[src/rtl/phase_cmd_sched.sv]
// Phase command scheduler: parses a byte stream of phase-write and commit
// commands into a shadow bank. The shadow bank is copied to the active bank
// either immediately or on the next frame-sync rising edge.
module phase_cmd_sched #(
  parameter int NUM_CH    = 4,
  parameter int SYNC_MODE = 1,
  parameter int TIMEOUT   = 50000
) (
  input  logic                  sys_clk,
  input  logic                  rst_n,
  input  logic [7:0]            rx_data,
  input  logic                  rx_valid,
  output logic                  rx_ready,
  input  logic                  sync_in,
  output logic [NUM_CH*8-1:0]   phases,
  output logic                  commit_pulse,
  output logic                  cmd_error,
  output logic                  busy
);

  // Counter only has to reach TIMEOUT-1, where the timeout fires
  localparam int CW = (TIMEOUT > 1) ? $clog2(TIMEOUT) : 1;
  localparam logic [CW-1:0] TO_LAST = CW'(TIMEOUT - 1);

  localparam logic [7:0] OP_CLEAR  = 8'h00;
  localparam logic [7:0] OP_WRITE  = 8'h01;
  localparam logic [7:0] OP_COMMIT = 8'h02;

  typedef enum logic [1:0] {
    IDLE      = 2'd0,
    GET_ADDR  = 2'd1,
    GET_DATA  = 2'd2,
    WAIT_SYNC = 2'd3
  } state_t;

  state_t            state;
  state_t            state_next;
  logic              ready_en;
  logic              sync_prev;
  logic              xfer;
  logic              in_cmd;
  logic              commit_now;
  logic              timeout_hit;
  logic              set_err;
  logic              clr_err;
  logic [CW-1:0]     to_cnt;
  logic [7:0]        addr;
  logic [NUM_CH-1:0] addr_hit;
  logic              addr_ok;

  assign xfer    = rx_valid && rx_ready;
  assign addr_ok = |addr_hit;

  // State register
  always_ff @(posedge sys_clk or negedge rst_n) begin
    if (!rst_n) begin
      state <= IDLE;
    end else begin
      state <= state_next;
    end
  end

  // Next-state decode: accepted bytes advance the parser, timeout aborts it
  always_comb begin
    state_next = state;
    case (state)
      IDLE: begin
        if (xfer) begin
          if (rx_data == OP_WRITE) begin
            state_next = GET_ADDR;
          end else if (rx_data == OP_COMMIT) begin
            state_next = WAIT_SYNC;
          end
        end
      end
      GET_ADDR: begin
        if (xfer) begin
          state_next = GET_DATA;
        end else if (timeout_hit) begin
          state_next = IDLE;
        end
      end
      GET_DATA: begin
        if (xfer || timeout_hit) begin
          state_next = IDLE;
        end
      end
      WAIT_SYNC: begin
        if (commit_now) begin
          state_next = IDLE;
        end
      end
      default: state_next = IDLE;
    endcase
  end

  // State-derived outputs and strobes; ready stays low until the first edge after reset
  always_comb begin
    rx_ready    = ready_en && (state != WAIT_SYNC);
    busy        = (state != IDLE);
    in_cmd      = (state == GET_ADDR) || (state == GET_DATA);
    commit_now  = (state == WAIT_SYNC) &&
                  ((SYNC_MODE != 0) ? (sync_in && !sync_prev) : 1'b1);
    timeout_hit = in_cmd && !xfer && (to_cnt == TO_LAST);
    set_err     = (xfer && (state == IDLE) && (rx_data != OP_CLEAR) &&
                   (rx_data != OP_WRITE) && (rx_data != OP_COMMIT)) ||
                  (xfer && (state == GET_DATA) && !addr_ok) ||
                  timeout_hit;
    clr_err     = xfer && (state == IDLE) && (rx_data == OP_CLEAR);
  end

  // Control datapath: ready enable, sync history, address latch, timeout, error flag
  always_ff @(posedge sys_clk or negedge rst_n) begin
    if (!rst_n) begin
      ready_en     <= 1'b0;
      sync_prev    <= 1'b0;
      commit_pulse <= 1'b0;
      addr         <= 8'd0;
      to_cnt       <= '0;
      cmd_error    <= 1'b0;
    end else begin
      ready_en     <= 1'b1;
      sync_prev    <= sync_in;
      commit_pulse <= commit_now;
      if (xfer && (state == GET_ADDR)) begin
        addr <= rx_data;
      end
      // Any accepted byte restarts the idle count; it only runs mid-command
      if (xfer || !in_cmd || timeout_hit) begin
        to_cnt <= '0;
      end else if (to_cnt != TO_LAST) begin
        to_cnt <= to_cnt + 1'b1;
      end
      // Set has priority over clear
      if (set_err) begin
        cmd_error <= 1'b1;
      end else if (clr_err) begin
        cmd_error <= 1'b0;
      end
    end
  end

  genvar gi;
  generate
    for (gi = 0; gi < NUM_CH; gi++) begin : g_ch
      logic [7:0] shadow;
      logic [7:0] active;

      assign addr_hit[gi]         = (addr == 8'(gi));
      assign phases[8*gi +: 8]    = active;

      // Shadow takes data bytes addressed to this channel; active follows shadow on commit
      always_ff @(posedge sys_clk or negedge rst_n) begin
        if (!rst_n) begin
          shadow <= 8'd0;
          active <= 8'd0;
        end else begin
          if (xfer && (state == GET_DATA) && addr_hit[gi]) begin
            shadow <= rx_data;
          end
          if (commit_now) begin
            active <= shadow;
          end
        end
      end
    end
  endgenerate

endmodule

[config.mk]
export PLATFORM = sky130hd
export DESIGN_NAME = phase_cmd_sched
export DESIGN_NICKNAME = d
export VERILOG_FILES = /design/src/rtl/phase_cmd_sched.sv
export SDC_FILE = /design/constraint.sdc
export NUM_CORES = 1
export LEC_CHECK = 0
export CAP_MARGIN = 0
export CORE_MARGIN = 2
export CORE_UTILIZATION = 60
export DETAILED_ROUTE_END_ITERATION = 16
export DONT_BUFFER_PORTS = 1
export MAX_ROUTING_LAYER = met4
export PLACE_DENSITY = 0.81
export SLEW_MARGIN = 20
export SYNTH_ARGS = -nofsm -noshare
export SYNTH_HDL_FRONTEND = slang
export SYNTH_SLANG_ARGS = --single-unit
[constraint.sdc]
create_clock -name sys_clk -period 4.5 [get_ports sys_clk]
set_input_delay 0.9 -clock sys_clk [delete_from_list [all_inputs] [get_ports sys_clk]]
set_output_delay 0.9 -clock sys_clk [all_outputs]
set_load 0.01 [all_outputs]
[After elaboration in Yosys (flattened, before gate mapping)]
Index checks and enable logic that the tools add are counted.
Storage, ports and cells
  bits in registers: 94
  input bits: 12
  output and inout bits: 36
  logic and storage cells: 83
Operators by class
  add/subtract/negate cells: 1
  equality and inequality tests: 18
  muxes and demuxes: 12
  reduce and logical (&&, ||, !) cells: 37
Operator list (count)
  16-bit two-way mux: 2
  8-bit by 2-bit equality test with 1-bit output, second input constant: 3
  1-bit logical AND: 18
  16-bit by 1-bit adder with 16-bit output, second input constant: 1
  16-bit equality test, second input constant: 1
  8-bit by 1-bit equality test with 1-bit output, second input constant: 2
  8-bit zero test: 2
  16-bit != test, second input constant: 1
  2-bit two-way mux: 7
  2-bit != test, second input constant: 4
  8-bit by 1-bit != test with 1-bit output, second input constant: 1
  8-bit by 2-bit != test with 1-bit output, second input constant: 1
  2-bit case mux with 4 select lines: 1
  8-bit nonzero test: 1
  1-bit logical OR: 6
  3-bit != test, second input constant: 2
  2-bit nonzero test: 3
  5-bit AND reduction: 1
  2-bit equality test, second input constant: 2
  1-bit zero test: 4
  4-bit OR reduction: 1
  2-bit by 1-bit equality test with 1-bit output, second input constant: 1
  2-bit zero test: 1
  1-bit two-way mux: 2

[Depth between registers and ports, before layout]
  depth after elaboration: 10
  gate-level depth with buffers: 8
  gate-level depth less buffers: 6

[Least setup slack after synthesis]
OpenSTA, ideal clock, no wires.
  path kind: in2reg
  start point: input rx_valid
  end point: register g_ch[0].shadow[2]
  library setup time: 125 ps
  arrival: 2157 ps
  data required time: 4375 ps
  slack: 2218 ps
  stages: 5
  buffers on the path: 1
  path through: and3b_1 > buf_2 > nand2_1 > nor4_2 > mux2_2
On the way
  cells in the longest elaborated chain, start to end: 3
RTL lines
  start: declaration: RTL line 12  | input logic rx_valid,
  1-bit logical AND: RTL line 51  | assign xfer = rx_valid && rx_ready;
  1-bit logical AND (2 in series): RTL line 158  | if (xfer && (state == GET_DATA) && addr_hit[gi]) begin
  end signal: assignment: RTL line 159  | shadow <= rx_data;
  end: declaration: RTL line 146  | logic [7:0] shadow;
No other way between the ends.
A chain may end at the register's enable or synchronous reset.

[Final worst setup path]
  start point: register state[0]
  end point: register g_ch[0].shadow[4]
On the way
  cells in the longest elaborated chain, start to end: 5
  elaborated cells between the ends (all ways): 6
  those cells by class: eq/ne: 2; reduce/logical: 4
RTL lines
  start: declaration: RTL line 36  | state_t state;
  start signal: assignment: RTL line 59  | state <= state_next;
  2-bit != test: RTL line 99  | rx_ready = ready_en && (state != WAIT_SYNC);
  1-bit logical AND: RTL line 99
  1-bit logical AND: RTL line 51
  1-bit logical AND (*) (2 in series): RTL line 158
Mark *: on every way between the ends. The rest lies on a longest branch, timed or not.

==> flow_metrics.tcl <==
set metrics [dict create \
    timing.final.crit_period_ns 2.350 \
    layout_common_cells "nand2_1 (107), dfrtp_1 (94), mux2_2 (40)" \
    avgRoutedWirePerCell_um 15.99 \
    pin_count 48 \
    diodes 0 \
    regToRegSetupSlack_ns 2.15 \
    cts_buffer_depth 2 \
    grt_max_degree 95 \
    timing.fmax_ghz 0.4255 \
    setup_tns_ns 0 \
    synth_edf_count 0 \
    synth_top_area_frac 0.6057 \
    path_clk_slew_ns 0.09 \
    avgSynthCellArea_um2 11.16 \
    path_delay_family "simple AND/OR/NAND/NOR gates" \
    skew_ns 0.007232 \
    syn2layout_area_growth_pct 6.991 \
    portBuffers 0 \
    antenna_found_initial 0 \
    grt_pass1_vias 2435 \
    hpwl_um 4468 \
    cts_root_buffer "clkbuf_8" \
    place.gp.congestion 0.8156 \
    drt_iter0_markers 169 \
    maxSlewHeadroom 0.3228 \
    routed_via_density 5.499 \
    clock_latency_ns 0.36 \
    p_per_area_nw_per_um2 505.3 \
    drive_gt1_frac 0.1723 \
    reg2reg_to "g_ch[0].shadow[4]" \
    rows 29 \
    syn_area_um2 3884 \
    r2r-start "state[0]" \
    final_util 0.6581 \
    synth-seq-cells 94 \
    cts_resized 0 \
    synthArstFlopShare 1.000 \
    numCtsBuffers 9 \
    crit_path_max_incr_delay_ns 0.64 \
    critPathRequiredTime_ns 4.75 \
    core_region_area_um2 6314 \
    nets 367 \
    slew_viol_final 0 \
    synthesis.nets 366 \
    grt_usage 0.2181 \
    num_vias 2370 \
    crit_chain "ha_1, and3b_1, nand2_1, nor4_2, mux2_2" \
    die_w_um 84.46 \
    hold_class "in2async" \
    grt_pass1_wl_um 11660 \
    ys.flop_type "dfrtp_1" \
    hold_viol 0 \
    ir_drop_mv 0.3355 \
    drv_cap 0 \
    path_class "reg2reg" \
    fin_crit_sh 0.5222 \
    cpMaxStageDelayCell "nor4_2" \
    setup_viol 0 \
    dieArea_um2 7133 \
    status "finished, final reports clean" \
    multi_input_area_um2 1458 \
    reg2reg_depth 5 \
    ys_seq_area_frac 0.6057 \
    ctsHoldBuffers 0 \
    ff_latch_area_um2 2352 \
    synthTopCellsByArea "dfrtp_1 (61%), mux2_2 (12%), nand2_1 (10%), nor2_1 (2.4%), ha_1 (1.9%)" \
    yosysWarningCount 0 \
    cp.arrival_ns 2.60 \
    leakage_nw 2.090 \
    overflow 0 \
    rsz0062_at_grt "false" \
    cts.sinks 94 \
    worst-path-max-fanout 8 \
    wl_um 6893 \
    ant_nets 0 \
    synth_cell_types 33 \
    start_util 0.6151 \
    cp-end-kind "register" \
    nFillCells 470 \
    drc_errors 0 \
    start_kind "register" \
    cts_tree "done" \
    cts.htree.levels 3 \
    cp.buffers_inverters 0 \
    die_height_um 84.46 \
    final_common_cell "nand2_1" \
    post_cts.repair.setup_buffers 0 \
    syn_inst 348 \
    drt_first_pass_iters 4 \
    worst_slew_pin_slew_ns 1.015 \
    synth_area_leader_cell "dfrtp_1" \
]
==> power breakdown <==
part           leakage [nW]  internal (mW)  switching [mW]
registers              1.27           1.02           0.145
logic                 0.710          0.165           0.183
clock network         0.107          0.293           0.292
==> logic make-up (layout without fill, tap and decap cells) <==
family                     Yosys count  count (layout)  share of synthesized area
and+or+nand+nor                    161             161                     0.1827
DFF                                 94              94                     0.6057
muxes                               42              42                     0.1218
buffers and inverters               18              24                    0.01901
xor gates and xnor gates            15              15                    0.03383
AOI/OAI and AO/OA                   11              11                    0.01675
adders and majority gates            6               6                    0.01933
other                                1               1                  0.0009656
==> registers in the layout, summed over array words and instances (netlist names) <==
name,count
addr,8
sync_prev,1
g_ch.shadow,32
to_cnt,16
g_ch.active,32
cmd_error,1
ready_en,1
commit_pulse,1
state,2
==> worst reg2reg max path: cells and delay by family (launching register included) <==
kind	cells	cell delay (ns)
simple gates	3	1.14
flops	1	0.43
mux	1	0.42
fa+ha+maj	1	0.25
==> worst max-delay path by stage <==
stage	from	to	slack [ns]	depth (start not counted)
after floorplan	rx_valid	g_ch[0].shadow[2]	2.22	5
after global placement	rx_valid	g_ch[0].shadow[3]	2.04	4
after detailed placement	rx_valid	g_ch[0].shadow[4]	1.98	4
after CTS	state[0]	g_ch[0].shadow[4]	2.16	5
after global routing	state[0]	g_ch[0].shadow[4]	1.97	5
final	state[0]	g_ch[0].shadow[4]	2.15	5
==> through the flow <==
stage | setup slack [ns] | instances | cell area [um2] | power (mW) | hold slack (ns)
global route | 1.965 | 431 | 4155 | 2.227 | 0.1967
floorplan | 2.218 | 348 | 3884 | 1.459 | 0.4331
detailed placement | 1.984 | 415 | 3940 | 1.534 | 0.4521
CTS | 2.157 | 431 | 4155 | 2.119 | 0.2072
finish | 2.150 | 431 | 4155 | 2.100 | 0.2245
global placement | 2.044 | 415 | 3940 | 1.507 | 0.4434
==> synth_stat cells (all sizes together), types with 4 or more instances <==
| library cell | number |
|---|---|
| nor4 | 5 |
| nor2 | 26 |
| nand3 | 4 |
| o21ai | 5 |
| nand2 | 107 |
| buf | 4 |
| nand3b | 4 |
| mux2 | 42 |
| xor2 | 7 |
| inv | 7 |
| ha | 6 |
| clkbuf | 7 |
| dfrtp | 94 |
| xnor2 | 8 |
==> routing by layer <==
| layer | up-vias | global-route usage | routed length (um) |
|---|---|---|---|
| li1 | 1133 | - | - |
| met1 | 1168 | 0.2705 | 3064 |
| met2 | 59 | 0.3449 | 3335 |
| met3 | 10 | 0.06981 | 375 |
| met4 | 0 | 0.06926 | 117 |
| met5 | - | - | 0 |
==> cell type report <==
cell class                 count  area share
sequential                    94      0.5661
multi-input combinational    236      0.3508
clock buffer                  11     0.03643
tap                           77     0.02319
clock inverter                 5     0.01536
inverter                       7    0.006323
timing repair buffer           1    0.001807
Note: power is estimated with default switching activity, not from simulation.
